## src/rtl/pc_fetch_ctrl.sv

```systemverilog
// Fetch-side PC controller: sequences instruction memory requests,
// applies execute-stage redirects and registers the fetched word.
module pc_fetch_ctrl #(
  parameter logic [31:0] RESET_PC = 32'h0000_0000
) (
  input  logic        clk,
  input  logic        rstn,
  input  logic        redir_valid,
  input  logic [2:0]  redir_op,
  input  logic [31:0] redir_pc,
  input  logic [31:0] redir_imm,
  input  logic [31:0] redir_rs1,
  input  logic        stall,
  output logic        imem_req,
  output logic [31:0] imem_addr,
  input  logic        imem_ack,
  input  logic [31:0] imem_rdata,
  output logic        inst_valid,
  output logic [31:0] inst,
  output logic [31:0] inst_pc,
  output logic        misalign_err
);

  typedef enum logic [1:0] {
    BOOT,
    REQ,
    HOLD,
    HALT
  } state_t;

  state_t      state;
  state_t      state_d;
  logic [31:0] pc;
  logic [31:0] pc_d;
  logic [31:0] pend_pc;
  logic [31:0] pend_pc_d;
  logic        pend;
  logic        pend_d;
  logic        vld_d;
  logic [31:0] inst_d;
  logic [31:0] ipc_d;
  logic        err_d;

  logic        redir_ok;
  logic [31:0] tgt;
  logic        tmis;

  always_comb begin
    redir_ok = 1'b0;
    tgt      = redir_pc + redir_imm;
    if (redir_valid) begin
      case (redir_op)
        3'b001, 3'b010: redir_ok = 1'b1;
        3'b100: begin
          redir_ok = 1'b1;
          tgt      = (redir_rs1 + redir_imm) & ~32'h1;
        end
        default: redir_ok = 1'b0;
      endcase
    end
    tmis = |tgt[1:0];
  end

  assign imem_req  = (state == REQ);
  assign imem_addr = pc;

  always_comb begin
    state_d   = state;
    pc_d      = pc;
    pend_d    = pend;
    pend_pc_d = pend_pc;
    vld_d     = inst_valid;
    inst_d    = inst;
    ipc_d     = inst_pc;
    err_d     = misalign_err;
    unique case (state)
      BOOT: begin
        vld_d   = 1'b0;
        state_d = REQ;
        if (redir_ok && tmis) begin
          err_d   = 1'b1;
          state_d = HALT;
        end else if (redir_ok) begin
          pc_d = tgt;
        end
      end
      REQ: begin
        vld_d = 1'b0;
        if (redir_ok && tmis) begin
          err_d   = 1'b1;
          pend_d  = 1'b0;
          state_d = HALT;
        end else if (redir_ok && imem_ack) begin
          pc_d   = tgt;
          pend_d = 1'b0;
        end else if (redir_ok) begin
          // address must stay put until the ack, so park the target
          pend_d    = 1'b1;
          pend_pc_d = tgt;
        end else if (imem_ack && pend) begin
          pc_d   = pend_pc;
          pend_d = 1'b0;
        end else if (imem_ack) begin
          vld_d   = 1'b1;
          inst_d  = imem_rdata;
          ipc_d   = pc;
          pc_d    = pc + 32'd4;
          state_d = stall ? HOLD : REQ;
        end
      end
      HOLD: begin
        if (redir_ok && tmis) begin
          vld_d   = 1'b0;
          err_d   = 1'b1;
          state_d = HALT;
        end else if (redir_ok) begin
          vld_d   = 1'b0;
          pc_d    = tgt;
          state_d = REQ;
        end else if (!stall) begin
          vld_d   = 1'b0;
          state_d = REQ;
        end
      end
      HALT: begin
        vld_d = 1'b0;
      end
    endcase
  end

  always_ff @(posedge clk) begin
    if (!rstn) begin
      state        <= BOOT;
      pc           <= RESET_PC;
      pend         <= 1'b0;
      pend_pc      <= 32'h0;
      inst_valid   <= 1'b0;
      inst         <= 32'h0;
      inst_pc      <= 32'h0;
      misalign_err <= 1'b0;
    end else begin
      state        <= state_d;
      pc           <= pc_d;
      pend         <= pend_d;
      pend_pc      <= pend_pc_d;
      inst_valid   <= vld_d;
      inst         <= inst_d;
      inst_pc      <= ipc_d;
      misalign_err <= err_d;
    end
  end

endmodule

```

## config.mk

```make
export PLATFORM = sky130hd
export DESIGN_NAME = pc_fetch_ctrl
export DESIGN_NICKNAME = d
export VERILOG_FILES = /design/src/rtl/pc_fetch_ctrl.sv
export SDC_FILE = /design/constraint.sdc
export NUM_CORES = 1
export LEC_CHECK = 0
export ABC_AREA = 1
export CORE_ASPECT_RATIO = 2
export CORE_MARGIN = 2
export CORE_UTILIZATION = 30
export DETAILED_ROUTE_END_ITERATION = 7
export GPL_ROUTABILITY_DRIVEN = 0
export GPL_TIMING_DRIVEN = 0
export PLACE_DENSITY_LB_ADDON = 0.15
export SYNTH_ARGS = -nofsm -noshare
export SYNTH_HDL_FRONTEND = slang
export SYNTH_SLANG_ARGS = --single-unit
export TNS_END_PERCENT = 100
```

## constraint.sdc

```tcl
create_clock -name clk -period 1.83 [get_ports clk]
set_input_delay 0.183 -clock clk [delete_from_list [all_inputs] [get_ports clk]]
set_output_delay 0.183 -clock clk [all_outputs]
set_load 0.02 [all_outputs]
```

==> flow_summary.yaml, run 1 <==
sta:
  clock_skew_ns: 0.007532
  fmax_mhz: 537.0
  tightest_slew_ns: 0.7689
  setup_viol: 11
  hold_violations: 0
  maxSlewHeadroom_pct: 48.74
  hold_ws_ns: 0.3750
  fin_crit_ns: 1.862
  rsz0062_at_grt: "yes"
  fin_ws_ns: -0.03218
  period_share_pct: 101.8
  slew_violations: 0
  finalSetupTns_ns: -0.2307
setup_path:
  critPathBufInv: 4
  path_max_fanout: 6
  r2r_slack_ns: -0.01
  critPathCaptureType: "flop"
  r2r-end: "imem_addr[30]"
  cp_slowest_cell: "fa_2"
  crit_family: "buffers and inverters"
  path_class: "primary input to flop"
  worstPathCellList: "buf_8, ha_4, fa_2, inv_2, nand2_2, o21ai_2, nand2_1, nand2_2, nand2_4, o21ai_4, clkinvlp_4, buf_6, nand2_1, a21oi_1"
  arrival_ns: 2.15
  startpoint_type: "primary input"
  worstRegToRegCells: 13
  required_ns: 2.12
  r2r-start: "imem_addr[12]"
  slowest_delay_ns: 0.45
placement:
  dp.cells: 2671
  io_buffers: 233
  dp_hpwl_mm: 38.82
  place_area_sq_um: 14180
  pre_cts_ws_ns: -1.080
grt:
  grt_pass1_wl_mm: 71.35
  grt_pass1_vias: 13441
  grt_max_degree: 20
  use_met2_pct: 48.49
  met3_usage_pct: 2.468
  grtUsageTotal_pct: 23.73
  top_usage_layer: "met2"
  use_met1_pct: 20.61
  overflow: 0
  grt_antenna_before_repair: 0
route:
  drt-total-wl_mm: 47.26
  wire_per_inst_um: 17.16
  drt_first_iter_violations: 567
  num_vias: 13322
  ant_nets: 0
  viasPerCell: 4.837
  firstDrtPassIters: 5
  drc: 0
finish:
  seq_area_sq_um: 2718
  fin_area_sq_um: 16940
  final_util_pct: 45.57
  multi_input_area_sq_um: 8556
  stdcell_count: 2754
  num_antenna_cells: 0
  areaGrowthSynthToFinish_pct: 50.54
  drive_above_1_share_pct: 19.87
  final_common_cell: "nand2_1"
  fill_cells: 3911
  final_cell_mix: "574 x nand2_1, 340 x inv_1, 170 x clkdlybuf4s50_1"
  nets: 2482
yosys:
  synth_edf_count: 0
  synth_top_cell_by_area: "dfxtp_1"
  async_reset_ff_share_pct: 0
  ys_warn_count: 0
  ys_ff_latch: 133
  syn_avg_cell_area_sq_um: 5.684
  ys_seq_area_share_pct: 23.67
  synth_cell_types: 46
  synthesis.area_sq_um: 11250
  synth_top_area_share_pct: 23.67
  synthCells: 1979
  synth_fp_nets: 2179
  synth_ff_type: "dfxtp_1"
  ys_top_cells_by_area: "dfxtp_1 24%, nand2_1 22%, inv_1 12%"
power:
  swShare_pct: 36.88
  internal_power_mw: 7.062
  power_leakage_nw: 8.097
  power.total_mw: 11.19
  pwr-share-seq_pct: 29.8
  combinationalPowerShare_pct: 38.6
  clkPwrFrac_pct: 31.6
  vdd_drop_max_v: 0.0007205
  p_sw_mw: 4.127
  powerDensity_nw_per_um2: 660.7
outcome:
  failed_checks: "setup timing"
  status: "finished with violations"
floorplan:
  start_util_pct: 30.27
  core-area_sq_um: 37160
  die_width_um: 140.9
  dieHeight_um: 277.9
  num_io_pins: 235
  dieArea_sq_um: 39160
  row_count: 100
flow_run:
  cap_violations: 0
worst_hold_path:
  holdPathEnd: "imem_addr[0]"
  min_path_cells: 6
  hp-start: "redir_pc[0]"
  hold_class: "primary input to flop"
cts:
  clock_latency_ns: 0.44
  holdBufCountCts: 0
  clk_path_buf_depth: 2
  clkSinkCount: 133
  cts_root_buffer: "clkbuf_16"
  cts_buffers: 17
  cts_tree: "built"
  clkSlewWorstSetupHoldPaths_ns: 0.06
  cts-htree-levels: 4
[registers in the layout, summed over array words and instances, names as in the netlist]
name	cells
imem_addr	32
inst	32
inst_pc	32
inst_valid	1
misalign_err	1
pend	1
pend_pc	32
state	2
[power groups by stage]
stage          clock network, mW  logic, mW  registers, mW
2_1_floorplan                  0       1.93           3.51
3_3_place_gp                   0       3.57           3.36
3_5_place_dp                   0       3.59           3.37
4_1_cts                     3.60       4.09           3.32
5_1_grt                     3.73       4.70           3.35
6_report                    3.54       4.32           3.33
[worst max-delay path by stage]
stage / start / depth (start not counted) / slack [ns] / end
finish: redir_imm[0] / 14 / -0.03 / imem_addr[23]
global route: imem_addr[12] / 11 / -0.14 / imem_addr[21]
CTS: imem_addr[6] / 12 / -0.01 / imem_addr[23]
detailed placement: redir_imm[0] / 17 / -1.08 / imem_addr[22]
global placement: redir_imm[0] / 17 / -1.08 / imem_addr[22]
floorplan: redir_pc[0] / 13 / -0.04 / imem_addr[11]
[cell families after synthesis]
family | share of synthesized area (%)
and+or+nand+nor | 35.45
muxes | 0.08898
AOI/OAI and AO/OA | 15.53
xor gates and xnor gates | 3.270
buffers and inverters | 14.75
adders and majority gates | 7.252
DFF | 23.67
[cell type report]
cell class / count / share of cell area, %
clock buffers: 20 / 2.638
plain buffers: 57 / 2.054
multi-input cells: 1418 / 50.52
repair buffers: 285 / 16.17
inverters: 370 / 8.275
well taps: 459 / 3.391
flip-flops and latches: 133 / 16.05
clock inverters: 12 / 0.9088
[cell usage after synthesis, types with 4 or more instances]
| cell type | n |
|---|---|
| a21oi_1 | 179 |
| a31oi_1 | 5 |
| and2_1 | 4 |
| buf_1 | 5 |
| buf_2 | 18 |
| clkbuf_1 | 28 |
| clkinv_1 | 10 |
| dfxtp_1 | 133 |
| ha_1 | 62 |
| inv_1 | 357 |
| nand2_1 | 668 |
| nand3_1 | 94 |
| nand3b_1 | 8 |
| nand4_1 | 14 |
| nor2_1 | 149 |
| nor2_2 | 4 |
| nor3_1 | 17 |
| nor3_2 | 6 |
| o211ai_1 | 7 |
| o21ai_0 | 106 |
| o21ai_1 | 27 |
| o21bai_1 | 4 |
| xnor2_1 | 15 |
| xor2_1 | 27 |
[layer usage]
metal / vias up / routed length, um
met5: - / 0
li1: 6775 / -
met1: 5975 / 15480
met3: 166 / 1426
met2: 406 / 26630
met4: 0 / 3717
[tightest hold or removal path, stage by stage]
cell and delay [ns]:
buf_6 0.07, ha_4 0.11, nand2_1 0.08, o21ai_0 0.19, o21ai_1 0.07, nor2_1 0.07
[timing repair]
action,CTS,global route
buffers inserted,28,23
pin swaps,59,50
gates cloned,1,0
resized for setup,362,174
setup endpoints to repair,138,121
Power figures use the tool's default switching activity.
==> run 2: changes to the inputs <==
ABC_AREA = 0   (was 1)
==> flow_summary.yaml, run 2 <==
setup_path:
  path_class: "primary input to flop"
  path_max_fanout: 3
  cp_slowest_cell: "fa_2"
  crit_path_end: "imem_addr[18]"
  critPathCaptureType: "flop"
  slowest_delay_ns: 0.33
  worstRegToRegCells: 10
  arrival_ns: 2.75
  r2r-end: "imem_addr[31]"
  startpoint_type: "primary input"
  r2r-start: "imem_addr[10]"
  worstPathCellList: "buf_8, buf_6, and2_4, fa_2, a21o_1, a221oi_4, buf_6, o2bb2ai_4, buf_6, buf_6, o31ai_4, xor2_1, nor2_1, a21oi_4, a211o_1, a21oi_2"
  cpMostUsedCell: "buf_6"
  cp-startpoint: "redir_imm[0]"
  r2r_slack_ns: -0.61
  required_ns: 2.11
sta:
  hold_ws_ns: 0.3131
  finalSetupTns_ns: -18.88
  tightest_slew_ns: 0.8027
  setup_viol: 51
  maxSlewHeadroom_pct: 46.48
  fmax_mhz: 403.9
  clock_skew_ns: 0.008151
  period_share_pct: 135.3
  fin_crit_ns: 2.476
  fin_ws_ns: -0.6459
  slew_violations: 0
  rsz0062_at_grt: "yes"
  hold_violations: 0
finish:
  drive_above_1_share_pct: 30.23
  nets: 1821
  final_util_pct: 50.46
  areaGrowthSynthToFinish_pct: 66.49
  num_antenna_cells: 0
  final_cell_mix: "222 x nand2_1, 155 x clkdlybuf4s50_1, 135 x a21oi_1"
  final_common_cell: "nand2_1"
  seq_area_sq_um: 2698
  multi_input_area_sq_um: 7968
  stdcell_count: 2006
  fill_cells: 2862
  fin_area_sq_um: 15450
power:
  power_leakage_nw: 5.904
  powerDensity_nw_per_um2: 711.9
  power.total_mw: 11.00
  vdd_drop_max_v: 0.0006137
yosys:
  synth.most_common_cell: "nand2_1"
  synth_top_cell_by_area: "dfxtp_1"
  synthesis.area_sq_um: 9283
  synth_edf_count: 0
  synth_cell_types: 80
  synthCells: 1253
  yosys-top-cells-count: "233 x nand2_1, 165 x a21oi_1, 133 x dfxtp_1"
  ys_seq_area_share_pct: 28.68
  synth_fp_nets: 1453
  ys_top_cells_by_area: "dfxtp_1 29%, nand2_1 9.4%, a21oi_1 8.9%"
  async_reset_ff_share_pct: 0
  syn_avg_cell_area_sq_um: 7.408
  ys_warn_count: 0
  synth_top_area_share_pct: 28.68
  ys_ff_latch: 133
  synth_ff_type: "dfxtp_1"
outcome:
  status: "finished with violations"
  failed_checks: "setup timing"
cts:
  cts_tree: "built"
  cts_buffers: 17
  holdBufCountCts: 0
  clock_latency_ns: 0.42
  cts-htree-levels: 4
  clkSlewWorstSetupHoldPaths_ns: 0.06
  clkSinkCount: 133
  clk_path_buf_depth: 2
  cts_root_buffer: "clkbuf_16"
floorplan:
  dieArea_sq_um: 32450
  num_io_pins: 235
  dieHeight_um: 252.8
  row_count: 91
  die_width_um: 128.4
  start_util_pct: 30.31
  core-area_sq_um: 30630
grt:
  grtUsageTotal_pct: 23.61
  grt_pass1_vias: 10956
  grt_max_degree: 17
  overflow: 0
  grt_antenna_before_repair: 0
  grt_pass1_wl_mm: 59.80
route:
  viasPerCell: 5.464
  drt_first_iter_violations: 646
  drt-total-wl_mm: 39.62
  ant_nets: 0
  drc: 0
  wire_per_inst_um: 19.75
  firstDrtPassIters: 5
  num_vias: 10961
worst_hold_path:
  hp-start: "imem_rdata[2]"
  hold_class: "primary input to flop"
flow_run:
  cap_violations: 0
placement:
  dp_hpwl_mm: 28.60
  dp.cells: 1858
  pre_cts_ws_ns: -1.786
  io_buffers: 233
  place_area_sq_um: 12470
run 2: critical path: cells and delay by family:
family,cells,cell delay (ns)
AO/OA/AOI/OAI,7,1.22
XOR/XNOR,1,0.19
adder cells (fa/ha/maj),1,0.33
buffers and inverters,5,0.60
AND/OR/NAND/NOR,2,0.23
run 2: worst min-delay path by stage:
stage               endpoint  slack [ns]  depth (start not counted)
floorplan            inst[0]        0.32                          2
finish               inst[2]        0.31                          3
global placement    inst[30]        0.44                          2
detailed placement   inst[6]        0.45                          2
CTS                     pend        0.30                          4
global route         inst[2]        0.30                          3
run 2: per-layer routing:
layer	GRT usage (%)	up-vias	part of all wire (%)
li1	-	5225	-
met1	26.42	5228	39
met2	44.01	422	52
met3	3.704	86	5.3
met4	8.885	0	4.2
met5	0	-	0
run 2: cell families (layout without fill, tap and decap cells):
family | after synthesis | count (layout) | synth area share, %
multiplexers | 9 | 9 | 0.9840
AO/OA/AOI/OAI | 418 | 418 | 28.52
adder cells (fa/ha/maj) | 64 | 64 | 8.788
AND/OR/NAND/NOR | 468 | 468 | 22.33
buffers and inverters | 84 | 465 | 3.423
XOR/XNOR | 77 | 77 | 7.265
flip-flops | 133 | 133 | 28.68
run 2: cell type report:
class	count	share of cell area, %
sequential	133	17.45
clock inverter	8	0.6315
inverter	16	0.3886
multi-input combinational	1036	51.55
buffer	59	2.234
clock buffer	24	3.182
tap	372	3.012
timing repair buffer	358	21.54
run 2: timing repair:
item / 4_1_cts / 5_1_grt
pin swaps: 165 / 144
resized for setup: 498 / 136
setup buffers: 106 / 29
setup endpoints to repair: 134 / 117
run 2: where the power goes:
part	switching [mW]	internal (mW)	total, mW
Combinational	2.25	2.05	4.30
Clock	1.30	2.14	3.45
Sequential	0.206	3.05	3.25
